==> config.mk <==
export PLATFORM = sky130hd
export DESIGN_NAME = ddr4_sref_sequencer
export DESIGN_NICKNAME = d
export VERILOG_FILES = /design/src/rtl/ddr4_sref_sequencer.sv
export SDC_FILE = /design/constraint.sdc
export NUM_CORES = 1
export LEC_CHECK = 0
export CORE_AREA = 2 2 67 69
export CTS_CLUSTER_SIZE = 12
export DETAILED_ROUTE_END_ITERATION = 8
export DIE_AREA = 0 0 69 71
export HOLD_SLACK_MARGIN = 0.12
export PLACE_DENSITY = 0.86
export SKIP_CTS_REPAIR_TIMING = 1
export SLEW_MARGIN = 5
export SYNTH_ARGS = -nofsm -noshare
export SYNTH_HDL_FRONTEND = slang
export SYNTH_SLANG_ARGS = --single-unit
export TNS_END_PERCENT = 100
==> constraint.sdc <==
create_clock -name CLK_IN_125M -period 2.75 [get_ports CLK_IN_125M]
set_clock_uncertainty 0.2 [all_clocks]
set_input_delay 0.55 -clock CLK_IN_125M [delete_from_list [all_inputs] [get_ports CLK_IN_125M]]
set_output_delay 0.55 -clock CLK_IN_125M [all_outputs]
set_load 0.01 [all_outputs]
==> src/rtl/ddr4_sref_sequencer.sv <==
// Static-side self-refresh sequencer: parks the DDR4 channels in self-refresh
// around partial reconfiguration, then restores them via init-skip / XSDB restore.
module ddr4_sref_sequencer #(
  parameter int NUM_CH         = 3,
  parameter int TIMEOUT_CYCLES = 1048576,
  parameter int RESTORE_PULSE  = 16
) (
  input  logic              CLK_IN_125M,
  input  logic              AXI_RESET_N,
  input  logic [NUM_CH-1:0] ch_enable,
  input  logic              sref_enter,
  input  logic              pr_done,
  input  logic              abort,
  output logic [NUM_CH-1:0] app_sref_req,
  input  logic [NUM_CH-1:0] app_sref_ack,
  input  logic [NUM_CH-1:0] init_calib_complete,
  output logic [NUM_CH-1:0] app_mem_init_skip,
  output logic [NUM_CH-1:0] app_xsdb_select,
  output logic [NUM_CH-1:0] app_restore_complete,
  output logic              in_sref,
  output logic              busy,
  output logic              error,
  output logic              restore_done
);
  localparam int TW = $clog2(TIMEOUT_CYCLES) + 1;
  localparam int PW = $clog2(RESTORE_PULSE + 1);

  typedef enum logic [2:0] {
    S_IDLE, S_ENTER, S_IN_SREF, S_WAIT_CALIB, S_RESTORE, S_ERROR
  } state_e;

  state_e            state_q, state_d;
  logic [NUM_CH-1:0] mask_q, mask_d;
  logic [TW-1:0]     timer_q, timer_d;
  logic [PW-1:0]     pulse_q, pulse_d;
  logic [NUM_CH-1:0] req_q, req_d, skip_q, skip_d, xsdb_q, xsdb_d, rc_q, rc_d;
  logic              in_sref_q, in_sref_d, busy_q, busy_d;
  logic              error_q, error_d, done_q, done_d;
  logic              timed_out, acks_ok, calib_ok;

  assign timed_out = (timer_q == TW'(TIMEOUT_CYCLES - 1));
  assign acks_ok   = ((app_sref_ack & mask_q) == mask_q);
  assign calib_ok  = ((init_calib_complete & mask_q) == mask_q);

  always_comb begin
    state_d = state_q;
    mask_d  = mask_q;
    pulse_d = '0;
    done_d  = 1'b0;
    if (abort) begin
      state_d = S_IDLE;
      mask_d  = '0;
    end else begin
      unique case (state_q)
        S_IDLE: if (sref_enter) begin
          mask_d  = ch_enable;
          state_d = (ch_enable == '0) ? S_IN_SREF : S_ENTER;
        end
        // completion is tested before the timeout so a last-cycle ack still wins
        S_ENTER: begin
          if (acks_ok)        state_d = S_IN_SREF;
          else if (timed_out) state_d = S_ERROR;
        end
        S_IN_SREF: if (pr_done) state_d = S_WAIT_CALIB;
        S_WAIT_CALIB: begin
          if (calib_ok)       state_d = S_RESTORE;
          else if (timed_out) state_d = S_ERROR;
        end
        S_RESTORE: begin
          if (pulse_q == PW'(RESTORE_PULSE - 1)) begin
            state_d = S_IDLE;
            done_d  = 1'b1;
          end else begin
            pulse_d = pulse_q + 1'b1;
          end
        end
        default: state_d = state_q;
      endcase
    end

    if (state_d != state_q || !(state_q == S_ENTER || state_q == S_WAIT_CALIB))
      timer_d = '0;
    else if (timer_q != '1)
      timer_d = timer_q + 1'b1;
    else
      timer_d = timer_q;

    // outputs follow the next state so they are registered yet on time
    req_d     = (state_d == S_ENTER || state_d == S_IN_SREF) ? mask_d : '0;
    skip_d    = (state_d == S_WAIT_CALIB || state_d == S_RESTORE) ? mask_d : '0;
    xsdb_d    = skip_d;
    rc_d      = (state_d == S_RESTORE) ? mask_d : '0;
    in_sref_d = (state_d == S_IN_SREF);
    busy_d    = (state_d != S_IDLE) && (state_d != S_ERROR);
    error_d   = (state_d == S_ERROR);
  end

  always_ff @(posedge CLK_IN_125M or negedge AXI_RESET_N) begin
    if (!AXI_RESET_N) begin
      state_q   <= S_IDLE;
      mask_q    <= '0;
      timer_q   <= '0;
      pulse_q   <= '0;
      req_q     <= '0;
      skip_q    <= '0;
      xsdb_q    <= '0;
      rc_q      <= '0;
      in_sref_q <= 1'b0;
      busy_q    <= 1'b0;
      error_q   <= 1'b0;
      done_q    <= 1'b0;
    end else begin
      state_q   <= state_d;
      mask_q    <= mask_d;
      timer_q   <= timer_d;
      pulse_q   <= pulse_d;
      req_q     <= req_d;
      skip_q    <= skip_d;
      xsdb_q    <= xsdb_d;
      rc_q      <= rc_d;
      in_sref_q <= in_sref_d;
      busy_q    <= busy_d;
      error_q   <= error_d;
      done_q    <= done_d;
    end
  end

  assign app_sref_req         = req_q;
  assign app_mem_init_skip    = skip_q;
  assign app_xsdb_select      = xsdb_q;
  assign app_restore_complete = rc_q;
  assign in_sref              = in_sref_q;
  assign busy                 = busy_q;
  assign error                = error_q;
  assign restore_done         = done_q;
endmodule
# Word-level counts from Yosys, hierarchy flattened
# Cells that the tools add are included.
[op_classes]
n_mux = 23
bitwise_logic = 2
n_eq_ne = 16
addsub = 2
n_reduce_logical = 10
[ops]
columns = ["operator", "n"]
rows = [
  ["21-bit two-way mux", 2],
  ["3-bit two-way mux", 13],
  ["21-bit by 1-bit adder with 21-bit output (second input constant)", 1],
  ["21-bit by 20-bit equality test with 1-bit output (second input constant)", 1],
  ["21-bit != test (second input constant)", 1],
  ["5-bit two-way mux", 3],
  ["3-bit one-hot mux with 5 select lines", 1],
  ["3-bit by 2-bit equality test with 1-bit output (second input constant)", 4],
  ["3-bit equality test (second input constant)", 3],
  ["3-bit bitwise AND", 2],
  ["3-bit by 1-bit equality test with 1-bit output (second input constant)", 2],
  ["3-bit equality test", 2],
  ["3-bit zero test", 2],
  ["5-bit by 1-bit adder with 5-bit output (second input constant)", 1],
  ["5-bit by 4-bit equality test with 1-bit output (second input constant)", 1],
  ["1-bit logical OR", 4],
  ["1-bit two-way mux", 3],
  ["3-bit != test", 1],
  ["3-bit != test (second input constant)", 1],
  ["3-bit nonzero test", 1],
  ["2-bit two-way mux", 1],
  ["2-bit nonzero test", 1],
  ["1-bit logical AND", 1],
  ["1-bit zero test", 1],
]
[word_totals]
reg_bits = 45
in_bits = 14
out_inout_bits = 16
elab_cells = 64

# Logic depth before layout (Yosys ltp)
# Gate-level depths: netlist of run 1.
[logic_depth]
ltp_word = 8
depth_mapped = 9
ltp_nobuf = 7

# Worst setup path before layout of run 1
# No wires, ideal clock.
[synth_path]
path_kind = "input -> register"
from = "input port ch_enable[2]"
to = "register timer_q[0]"
required_time_ns = 2.429
stages = 8
slack_ns = 0.139
t_arrival_ns = 2.290
cell_sequence = "or4b_1 -> a221o_1 -> a32o_1 -> buf_2 -> a41o_1 -> o211ai_1 -> buf_2 -> nor2_1"
[synth_between]
elab_chain_len = 8
[synth_rtl]
columns = ["element", "line_no", "rtl"]
rows = [
  ["from (decl)", "10", "input logic [NUM_CH-1:0] ch_enable,"],
  ["3-bit zero test *", "57", "state_d = (ch_enable == '0) ? S_IN_SREF : S_ENTER;"],
  ["2-bit two-way mux *", "57", ""],
  ["3-bit two-way mux *", "55", "S_IDLE: if (sref_enter) begin"],
  ["3-bit one-hot mux with 5 select lines *", "54", "unique case (state_q)"],
  ["3-bit two-way mux *", "50", "if (abort) begin"],
  ["via state_d[0]", "32", "state_e state_q, state_d;"],
  ["3-bit != test *", "81", "if (state_d != state_q || !(state_q == S_ENTER || state_q == S_WAIT_CALIB))"],
  ["1-bit logical OR *", "81", ""],
  ["21-bit two-way mux or 2-bit nonzero test (tied branches)", "n/a", ""],
  ["to (signal assigned)", "115", "timer_q <= timer_d;"],
  ["to (decl)", "34", "logic [TW-1:0] timer_q, timer_d;"],
]
# The timed path passes the listed nets; every way through them passes the cells marked *.
# A chain may end at the register's enable or synchronous reset.

# Worst setup path in the final report of run 1
[layout_path]
from = "register timer_q[0]"
to = "register xsdb_q[1] (netlist: app_xsdb_select[1])"
[layout_between]
elab_chain_len = 8
[layout_rtl]
columns = ["element", "line_no", "rtl"]
rows = [
  ["21-bit by 20-bit equality test with 1-bit output *", "41", "assign timed_out = (timer_q == TW'(TIMEOUT_CYCLES - 1));"],
  ["3-bit two-way mux *", "62, 67", ""],
  ["3-bit two-way mux, on equally long branches", "66, 61", ""],
  ["3-bit one-hot mux with 5 select lines *", "54", ""],
  ["3-bit two-way mux *", "50", ""],
  ["3-bit by 2-bit equality test with 1-bit output or 3-bit equality test (tied branches)", "90", "skip_d = (state_d == S_WAIT_CALIB || state_d == S_RESTORE) ? mask_d : '0;"],
  ["1-bit logical OR *", "90", ""],
  ["3-bit two-way mux *", "90", ""],
  ["via skip_d[1]", "36", "logic [NUM_CH-1:0] req_q, req_d, skip_q, skip_d, xsdb_q, xsdb_d, rc_q, rc_d;"],
  ["to (signal assigned)", "119", "xsdb_q <= xsdb_d;"],
  ["to (decl)", "36", ""],
]
# Marked as above.

==> results by group, run 1 <==
Run status
  – Status: completed

Placed design
  – Placed Area: 2655 um^2
  – HPWL after DPL: 3374 um
  – Gpl congestion: 0.9086
  – Port buffer count: 29

Floorplan
  – Chip width: 69 um
  – Die height: 71 um
  – Die ar.: 4899 um^2
  – Initial Utilization: 52.23%
  – Row cnt: 24
  – I/O Pins: 30
  – Core region area: 4204 um^2

Power
  – Combinational fraction of design power: 20.0%
  – Sw frac: 26.27%
  – Int Pwr: 0.001092 W
  – PwrDens: 525.8 nW/um^2
  – Clk pwr share: 32.1%
  – Static Leak: 1.250 nW
  – Sequential Power Share: 47.9%
  – Peak VDD IR: 0.4055 mV
  – Net Sw Power: 0.0003892 W

Final layout
  – Fillcell total: 324
  – Antenna cells: 0
  – Final Net Count: 286
  – Finished Cell Area: 2818 um^2
  – Layout cells sized above 1: 15.19%
  – Area growth, synth to finish: 28.32%

Setup path
  – CP Capture Type: register
  – Req. time, crit path: 2790 ps
  – Critical path peak fanout: 6
  – Worst EP arrival: 2650 ps
  – WS Path Type: register to register
  – Startpoint types: register

Flow run
  – Max cap viols: 0

Yosys
  – Post-synth top cells: dfrtp_1, nor2_1, xor2_1
  – Post-synth EDFFs: 0
  – Post-synthesis sequential area ratio: 51.28%
  – Most used DFF post-synth: dfrtp_1
  – Yosys reg bits: 45
  – Most common cell in the netlist: dfrtp_1
  – Post-synth top area cell: dfrtp_1
  – Syn Nets: 235
  – Syn Inst Count: 219
  – YS warnings: 0
  – Cell area after synthesis: 2196 um^2
  – Synth top area share: 51.28%
  – Synth cell types: 43
  – Mean Syn Cell Area: 10.03 um^2
  – FFs w/ async S/R, synth: 100.0%
  – Synth area leaders: dfrtp_1, xor2_1, nor2_1

STA
  – Tcrit/Tclk final: 95.13%
  – Slew Viols, Final: 0
  – Headroom to the max-slew limit: 68.54%
  – Final min period: 2616 ps
  – TNS Setup: 0 ps
  – Final hold vios: 0
  – Final setup vio count: 0
  – Fmax: 0.3822 GHz
  – WHS: 259.9 ps
  – Slew @ Worst Pin: 465.3 ps

Global route
  – Total grt overflow: 0
  – Initial antenna violation count: 0
  – Vias in the first global route: 1791
  – GRT Total Usage: 20.19%
  – Global-route wire length before repair: 7962 um
  – Largest net degree at the start of global routing: 24

Route
  – Vias per inst: 5.587
  – DRT iter0 DRCs: 106
  – WL/cell: 15.26 um
  – DR pass1 iterations: 5
  – Routed vias: 1799
  – # DRC: 0
  – Detailed Route WL: 4914 um
  – Final ANT Viol Nets: 0

Clock network
  – Clock Path Buffers: 2
  – Clock latency on the worst-skew pair: 300 ps
  – CTS tree: done
  – Clk root buf: clkbuf_8
  – Number of CTS-inserted buffers: 5
  – Worst-path clk slew: 80 ps
  – Clock sinks: 45
  – H-tree depth: 2

Min path
  – Worst hold path type: register to register
[area by class of cell]
class                   count  area [um^2]  share of cell area (%)
inverters                   5        18.77                  0.6661
flip-flops and latches     45         1126                   39.96
clock buffers               5        68.82                   2.442
clock inverters             2        35.03                   1.243
repair buffers             55        493.0                   17.50
multi-input cells         158         1011                   35.88
well taps                  52        65.06                   2.309
[state kept, by name, summed over array words and instances, names as in the netlist]
register / cells
app_restore_complete: 3
app_sref_req: 3
app_xsdb_select: 3
busy: 1
error: 1
in_sref: 1
mask_q: 3
pulse_q: 5
restore_done: 1
state_q: 3
timer_q: 21
[through the flow]
| step | cells | setup WS (ps) | total power (W) | utilization, % |
|---|---|---|---|---|
| 5_1_grt | 322 | -25.01 | 0.001544 | 67.02 |
| 3_3_place_gp | 311 | -283.5 | 0.0009827 | 63.15 |
| 6_report | 322 | 133.8 | 0.001482 | 67.02 |
| 2_1_floorplan | 219 | 139.2 | 0.0008631 | - |
| 4_1_cts | 318 | -93.67 | 0.001465 | 65.63 |
| 3_5_place_dp | 311 | -373.4 | 0.0009889 | 63.15 |
[critical path, cell delays in order (launching register included)]
cell and delay, ps:
dfrtp_1 350, ha_1 180, nand4_1 130, or3_1 380
o41a_1 460, o31a_1 310, buf_4 170, nor3_4 200
o21a_1 170
[logic make-up (layout without fill, tap and decap cells)]
| kind of cell | count (synthesis) | in the layout | synth area share [%] |
|---|---|---|---|
| and+or+nand+nor | 114 | 114 | 27.75 |
| DFF | 45 | 45 | 51.28 |
| xor gates and xnor gates | 20 | 20 | 7.977 |
| AOI/OAI and AO/OA | 17 | 17 | 6.154 |
| buffers and inverters | 16 | 67 | 3.419 |
| muxes | 5 | 5 | 2.279 |
| adders and majority gates | 2 | 2 | 1.139 |
[metal layers]
| layer | wire, um | global-route usage (%) |
|---|---|---|
| met5 | 0 | 0 |
| met4 | 71 | 6.754 |
| met3 | 260 | 5.698 |
| met2 | 2447 | 32.91 |
| met1 | 2134 | 26.22 |
[final timing paths]
| path | from | end | slack, ps | depth (start not counted) |
|---|---|---|---|---|
| hold / removal | pulse_q[0] | pulse_q[0] | 260 | 1 |
| setup / recovery | timer_q[0] | app_xsdb_select[1] | 130 | 8 |
| hold reg to reg | pulse_q[0] | pulse_q[0] | 260 | 1 |
| setup reg to reg | timer_q[0] | app_xsdb_select[1] | 130 | 8 |
| min in group asynchronous | AXI_RESET_N | timer_q[9] | 580 | 3 |
| max in group asynchronous | AXI_RESET_N | state_q[2] | 1540 | 3 |
[power by group through the flow]
| stage | sequential [W] | clock [W] | combinational, W |
|---|---|---|---|
| 2_1_floorplan | 0.000716 | 0 | 0.000147 |
| 3_3_place_gp | 0.000721 | 0 | 0.000261 |
| 3_5_place_dp | 0.000722 | 0 | 0.000267 |
| 4_1_cts | 0.000709 | 0.000484 | 0.000272 |
| 5_1_grt | 0.000713 | 0.000513 | 0.000317 |
| 6_report | 0.000710 | 0.000476 | 0.000296 |
[placed cells by master (no fill, tap or decap), types with 2 or more instances in the layout]
cell type	instances
nor4b_1	2
xnor2_1	4
xor2_1	16
nand3_1	12
nand2_1	15
ha_1	2
a311oi_1	2
inv_1	5
dfrtp_1	45
nor2b_1	2
and2_1	5
nand2b_1	7
nand4_1	10
nor3b_2	2
o21ai_0	2
or3_1	2
nor4_1	4
nor3_1	5
o21a_1	3
mux2i_1	5
dlymetal6s2s_1	4
a21oi_1	2
clkbuf_8	5
and3_1	4
buf_4	25
nor2_1	35
clkdlybuf4s50_1	24
(Power assumes the default switching activity.)
==> inputs of run 2 (changes only) <==
--- a/config.mk
+++ b/config.mk
@@ -5,12 +5,12 @@
 export SDC_FILE = /design/constraint.sdc
 export NUM_CORES = 1
 export LEC_CHECK = 0
-export CORE_AREA = 2 2 67 69
+export CORE_AREA = 2 2 72 74
 export CTS_CLUSTER_SIZE = 12
 export DETAILED_ROUTE_END_ITERATION = 8
-export DIE_AREA = 0 0 69 71
+export DIE_AREA = 0 0 74 76
 export HOLD_SLACK_MARGIN = 0.12
-export PLACE_DENSITY = 0.86
+export PLACE_DENSITY = 0.77
 export SKIP_CTS_REPAIR_TIMING = 1
 export SLEW_MARGIN = 5
 export SYNTH_ARGS = -nofsm -noshare
==> run 2 against run 1 <==
  * Die area up 15%
  * Final cell count is 7.5% higher
  * Register-to-register slack got worse by 20 ps
  * Critical path depth increased by 1
  * Clock power is 7.8% higher
  * Via count is 0.28% higher
  * Sequential power grew 0.7%
  * Routed wire length grew 1.1%
  * Clock-buffer cell count rose by 2
  * Critical path type unchanged
==> results by group, run 2 (synthesis gave the netlist of run 1 again) <==
Final layout
  – Commonest non-fill, non-tap cell in the layout: dfrtp_1 (unchanged)
  – Most frequent cells in the layout: dfrtp_1, nor2_1, buf_4, clkdlybuf4s50_1, xor2_1 (unchanged)
  – Number of flip-flops in the largest register: 21 (unchanged)
  – Final Net Count: 291 (was 286)
  – Antenna cells: 0 (unchanged)
  – Layout cells sized above 1: 18.48% (was 15.19%)
  – Area growth, synth to finish: 34.19% (was 28.32%)
  – Largest registers: timer_q: 21 flops, pulse_q: 5 flops (unchanged)
  – Finished Cell Area: 2947 um^2 (was 2818 um^2)
  – Register name with the most flops: timer_q (unchanged)

Floorplan
  – Chip width: 74 um (was 69 um)
  – I/O Pins: 30 (unchanged)
  – Die height: 76 um (was 71 um)
  – Die ar.: 5624 um^2 (was 4899 um^2)
  – Core region area: 4912 um^2 (was 4204 um^2)
  – Row cnt: 26 (was 24)
  – Initial Utilization: 44.70% (was 52.23%)

Clock network
  – Clock sinks: 45 (unchanged)
  – Worst-path clk slew: 80 ps (about the same)
  – Clk root buf: clkbuf_8 (unchanged)
  – Number of CTS-inserted buffers: 5 (unchanged)
  – Clock Path Buffers: 2 (unchanged)
  – Clock latency on the worst-skew pair: 300 ps (about the same)
  – H-tree depth: 2 (unchanged)
  – CTS tree: done (unchanged)

STA
  – Worst setup margin: 110.2 ps (was 133.8 ps)
  – Fmax: 0.3788 GHz (was 0.3822 GHz)
  – Slew Viols, Final: 0 (unchanged)
  – Final setup vio count: 0 (unchanged)
  – Slew @ Worst Pin: 622.7 ps (was 465.3 ps)
  – TNS Setup: 0 ps (unchanged)
  – Final min period: 2640 ps (was 2616 ps)
  – Headroom to the max-slew limit: 58.48% (was 68.54%)
  – Tcrit/Tclk final: 95.99% (was 95.13%)
  – Final hold vios: 0 (unchanged)

Placed design
  – Pre-CTS WS: -302.1 ps (was -373.4 ps)
  – Gpl congestion: 0.7819 (was 0.9086)
  – HPWL after DPL: 3464 um (was 3374 um)
  – Placed Area: 2705 um^2 (was 2655 um^2)
  – Port buffer count: 29 (unchanged)

Setup path
  – Req. time, crit path: 2740 ps (was 2790 ps)
  – Critical path peak fanout: 5 (was 6)
  – Worst reg2reg path depth: 9 (was 8)
  – Startpoint types: register (unchanged)
  – WS Path Type: register to register (unchanged)
  – Worst reg2reg setup slack: 110 ps (was 130 ps)
  – CP Capture Type: register (unchanged)
  – Worst EP arrival: 2630 ps (was 2650 ps)

Route
  – Routed vias: 1804 (was 1799)
  – WL/cell: 14.36 um (was 15.26 um)
  – # DRC: 0 (unchanged)
  – DRT iter0 DRCs: 94 (was 106)
  – Vias per inst: 5.214 (was 5.587)
  – Final ANT Viol Nets: 0 (unchanged)
  – DR pass1 iterations: 4 (was 5)
  – Detailed Route WL: 4968 um (was 4914 um)

Global route
  – Largest net degree at the start of global routing: 29 (was 24)
  – Vias in the first global route: 1695 (was 1791)
  – GRT Total Usage: 18.05% (was 20.19%)
  – Global-route wire length before repair: 7997 um (was 7962 um)
  – Initial antenna violation count: 0 (unchanged)
  – Total grt overflow: 0 (unchanged)

Min path
  – Worst hold path type: primary input to async pin (was register to register)

Power
  – Static Leak: 1.297 nW (was 1.250 nW)
  – PwrDens: 520.1 nW/um^2 (was 525.8 nW/um^2)
  – Peak VDD IR: 0.3135 mV (was 0.4055 mV)
  – Total Power: 0.001533 W (was 0.001482 W)

Run status
  – Status: completed (unchanged)

Flow run
  – Max cap viols: 0 (unchanged)
## run 2: final timing paths
check                                 start               to
worst max-delay path             timer_q[0]             busy
worst min-delay path            AXI_RESET_N  app_sref_req[2]
worst max register to register   timer_q[0]             busy
worst min register to register   pulse_q[0]       pulse_q[0]
max in group asynchronous       AXI_RESET_N       timer_q[8]
min in group CLK_IN_125M         pulse_q[0]       pulse_q[0]
## run 2: area by class of cell
class                           instances  area (um^2)
Clock buffer                            7        86.33
Clock inverter                          1        30.03
Fill cell                             414         1966
Inverter                                5        18.77
Multi-Input combinational cell        158         1037
Sequential cell                        45         1126
Tap cell                               70        87.58
Timing Repair Buffer                   60        560.5
## run 2: power by group
group          leakage (nW)  switching, W  total [W]  internal (W)
clock                0.0585      0.000217   0.000513      0.000296
sequential            0.623     0.0000293   0.000715      0.000686
combinational         0.615      0.000146   0.000305      0.000159
total                  1.30      0.000392    0.00153       0.00114
## run 2: per-stage QoR
stage | cells | utilization [%] | hold WS (ps)
3_3_place_gp | 331 | 55.07 | 251.3
6_report | 346 | 59.98 | 57.90
3_5_place_dp | 331 | 55.07 | 261.2
2_1_floorplan | 219 | - | 54.41
5_1_grt | 346 | 59.98 | 119.9
4_1_cts | 339 | 57.44 | 82.37
## run 2: worst max-delay path: stages, from the launching register on
cell and delay [ps]:
dfrtp_1 360, ha_2 190, nand4_1 140, or3_4 360, o41a_1 390, o31a_1 320, buf_4 180, buf_4 140
nor3b_4 190, nor3_1 70
## run 2: routing by layer
metal	part of all wire, %	up-vias	global-route usage [%]
li1	-	874	-
met1	46	888	26.92
met2	49	35	26.88
met3	3.2	7	2.646
met4	1.9	0	6.000
met5	0	-	0
==> inputs of run 3 (changes only) <==
--- a/config.mk
+++ b/config.mk
@@ -6,6 +6,7 @@
 export NUM_CORES = 1
 export LEC_CHECK = 0
 export CORE_AREA = 2 2 72 74
+export CTS_BUF_LIST = sky130_fd_sc_hd__clkbuf_4 sky130_fd_sc_hd__clkbuf_8 sky130_fd_sc_hd__clkbuf_16
 export CTS_CLUSTER_SIZE = 12
 export DETAILED_ROUTE_END_ITERATION = 8
 export DIE_AREA = 0 0 74 76
==> run 3 against run 2 <==
  * Die area is the same
  * Clock-buffer cell count is the same
  * First-iteration DRC count shrank 34%
  * Register-to-register slack is essentially flat
  * Largest power group unchanged
  * Hold slack gained 200 ps
  * Worst setup slack lost 65 ps
  * Combinational power shrank 5%
==> results by group, run 3 (synthesis gave the netlist of run 1 again) <==
Route
  – Final ANT Viol Nets: 0 (unchanged)
  – DRT iter0 DRCs: 62 (was 94)
  – DR pass1 iterations: 4 (unchanged)
  – Vias per inst: 5.230 (was 5.214)
  – Detailed Route WL: 4725 um (was 4968 um)
  – # DRC: 0 (unchanged)
  – WL/cell: 13.78 um (was 14.36 um)
  – Routed vias: 1794 (was 1804)

Final layout
  – Register name with the most flops: timer_q (unchanged)
  – Layout cells sized above 1: 17.22% (was 18.48%)
  – Number of flip-flops in the largest register: 21 (unchanged)
  – Most frequent cells in the layout: dfrtp_1, nor2_1, clkdlybuf4s50_1, buf_4, xor2_1 (was dfrtp_1, nor2_1, buf_4, clkdlybuf4s50_1, xor2_1)
  – Commonest non-fill, non-tap cell in the layout: dfrtp_1 (unchanged)
  – Post-Layout Cell Count: 343 (was 346)
  – Area growth, synth to finish: 32.02% (was 34.19%)
  – Largest registers: timer_q: 21 flops, pulse_q: 5 flops (unchanged)
  – Antenna cells: 0 (unchanged)
  – Final Net Count: 288 (was 291)

Setup path
  – WS Path Type: primary input to register (was register to register)
  – Req. time, crit path: 2740 ps (about the same)
  – Max incr delay on CP: 550 ps (was 390 ps)
  – Startpoint types: primary input (was register)
  – Worst reg2reg setup slack: 120 ps (was 110 ps)
  – Worst EP arrival: 2690 ps (was 2630 ps)
  – CP Capture Type: register (unchanged)
  – Cell Chain, Critical Path: clkdlybuf4s50_1 > or4b_4 > a221o_1 > a32o_1 > a41o_1 > o211ai_1 > buf_12 > nor2_1 (was ha_2 > nand4_1 > or3_4 > o41a_1 > o31a_1 > buf_4 > buf_4 > nor3b_4 > nor3_1)
  – Critical path's slowest cell: or4b_4 (was o41a_1)
  – Critical path peak fanout: 20 (was 5)

Placed design
  – Placed cell count: 331 (unchanged)
  – HPWL after DPL: 3464 um (unchanged)
  – Port buffer count: 29 (unchanged)
  – Gpl congestion: 0.7819 (unchanged)

Run status
  – Status: completed (unchanged)

STA
  – Tcrit/Tclk final: 98.34% (was 95.99%)
  – WHS: 262.6 ps (was 57.90 ps)
  – Final setup vio count: 0 (unchanged)
  – Final hold vios: 0 (unchanged)
  – Slew Viols, Final: 0 (unchanged)
  – Headroom to the max-slew limit: 58.49% (was 58.48%)
  – Final min period: 2704 ps (was 2640 ps)
  – Fmax: 0.3698 GHz (was 0.3788 GHz)
  – RSZ-0062 raised after global routing: true
  – Slew @ Worst Pin: 622.6 ps (was 622.7 ps)

Global route
  – Largest net degree at the start of global routing: 29 (unchanged)
  – Initial antenna violation count: 0 (unchanged)
  – GRT Total Usage: 18.08% (was 18.05%)
  – Global-route wire length before repair: 8010 um (was 7997 um)
  – Vias in the first global route: 1694 (was 1695)
  – Total grt overflow: 0 (unchanged)

Power
  – Static Leak: 1.237 nW (was 1.297 nW)
  – Peak VDD IR: 0.3149 mV (was 0.3135 mV)
  – Total Power: 0.001525 W (was 0.001533 W)
  – PwrDens: 525.9 nW/um^2 (was 520.1 nW/um^2)

Clock network
  – Worst-path clk slew: 80 ps (about the same)
  – CTS tree: done (unchanged)
  – Clock Path Buffers: 2 (unchanged)
  – Clock latency on the worst-skew pair: 290 ps (was 300 ps)
  – Number of CTS-inserted buffers: 5 (unchanged)
  – Clk root buf: clkbuf_8 (unchanged)
  – Clock sinks: 45 (unchanged)
  – H-tree depth: 2 (unchanged)

Min path
  – Worst hold path type: register to register (was primary input to async pin)

Flow run
  – Max cap viols: 0 (unchanged)

Floorplan
  – Chip width: 74 um (unchanged)
  – Die height: 76 um (unchanged)
  – I/O Pins: 30 (unchanged)
  – Initial Utilization: 44.70% (unchanged)
  – Row cnt: 26 (unchanged)
  – Die ar.: 5624 um^2 (unchanged)
  – Core region area: 4912 um^2 (unchanged)
run 3: cell count changes in the layout (fill, tap and decap cells not counted), sizes merged:
cell	before	now
clkdlybuf4s50	24	28
dlymetal6s2s	4	0
buf	31	28
clkbuf	8	7
dlygate4sd3	0	1
run 3: worst max-delay path: cells and delay by family:
| kind | cells | cell delay (ps) |
|---|---|---|
| compound gates | 4 | 890 |
| simple gates | 2 | 610 |
| buf+inv | 2 | 630 |
run 3: final timing paths:
kind / startpoint / endpoint / cells past startpoint
max: ch_enable[2] / timer_q[14] / 8
min: pulse_q[0] / pulse_q[0] / 1
max reg2reg: timer_q[0] / busy / 9
min reg2reg: pulse_q[0] / pulse_q[0] / 1
max in group asynchronous: AXI_RESET_N / timer_q[8] / 3
min in group asynchronous: AXI_RESET_N / app_xsdb_select[2] / 2
run 3: through the flow:
stage / setup WS (ps) / area, um^2 / utilization, % / setup TNS [ps]
floorplan: 139.2 / 2196 / - / 0
global placement: -236.2 / 2705 / 55.07 / -6395
detailed placement: -302.1 / 2705 / 55.07 / -7255
CTS: 4.063 / 2825 / 57.51 / 0
global route: -9.021 / 2899 / 59.02 / -9.021
finish: 45.54 / 2899 / 59.02 / 0
run 3: per-layer routing:
metal	up-vias	GRT usage, %	routed length [um]
met4	0	6.000	89
met1	879	27.00	2174
met3	9	2.646	206
met5	-	0	0
met2	39	26.88	2254
li1	867	-	-
run 3: cell type report:
type,instances,area [um^2]
Fill cell,422,2013
Sequential cell,45,1126
Multi-Input combinational cell,158,1036
Timing Repair Buffer,57,510.5
Clock buffer,7,90.09
Tap cell,70,87.58
Clock inverter,1,30.03
Inverter,5,18.77
run 3: power breakdown:
group | switching [W] | total [W] | internal (W)
Clock | 0.000214 | 0.000520 | 0.000306
Combinational | 0.000140 | 0.000290 | 0.000150
Sequential | 0.0000287 | 0.000715 | 0.000686
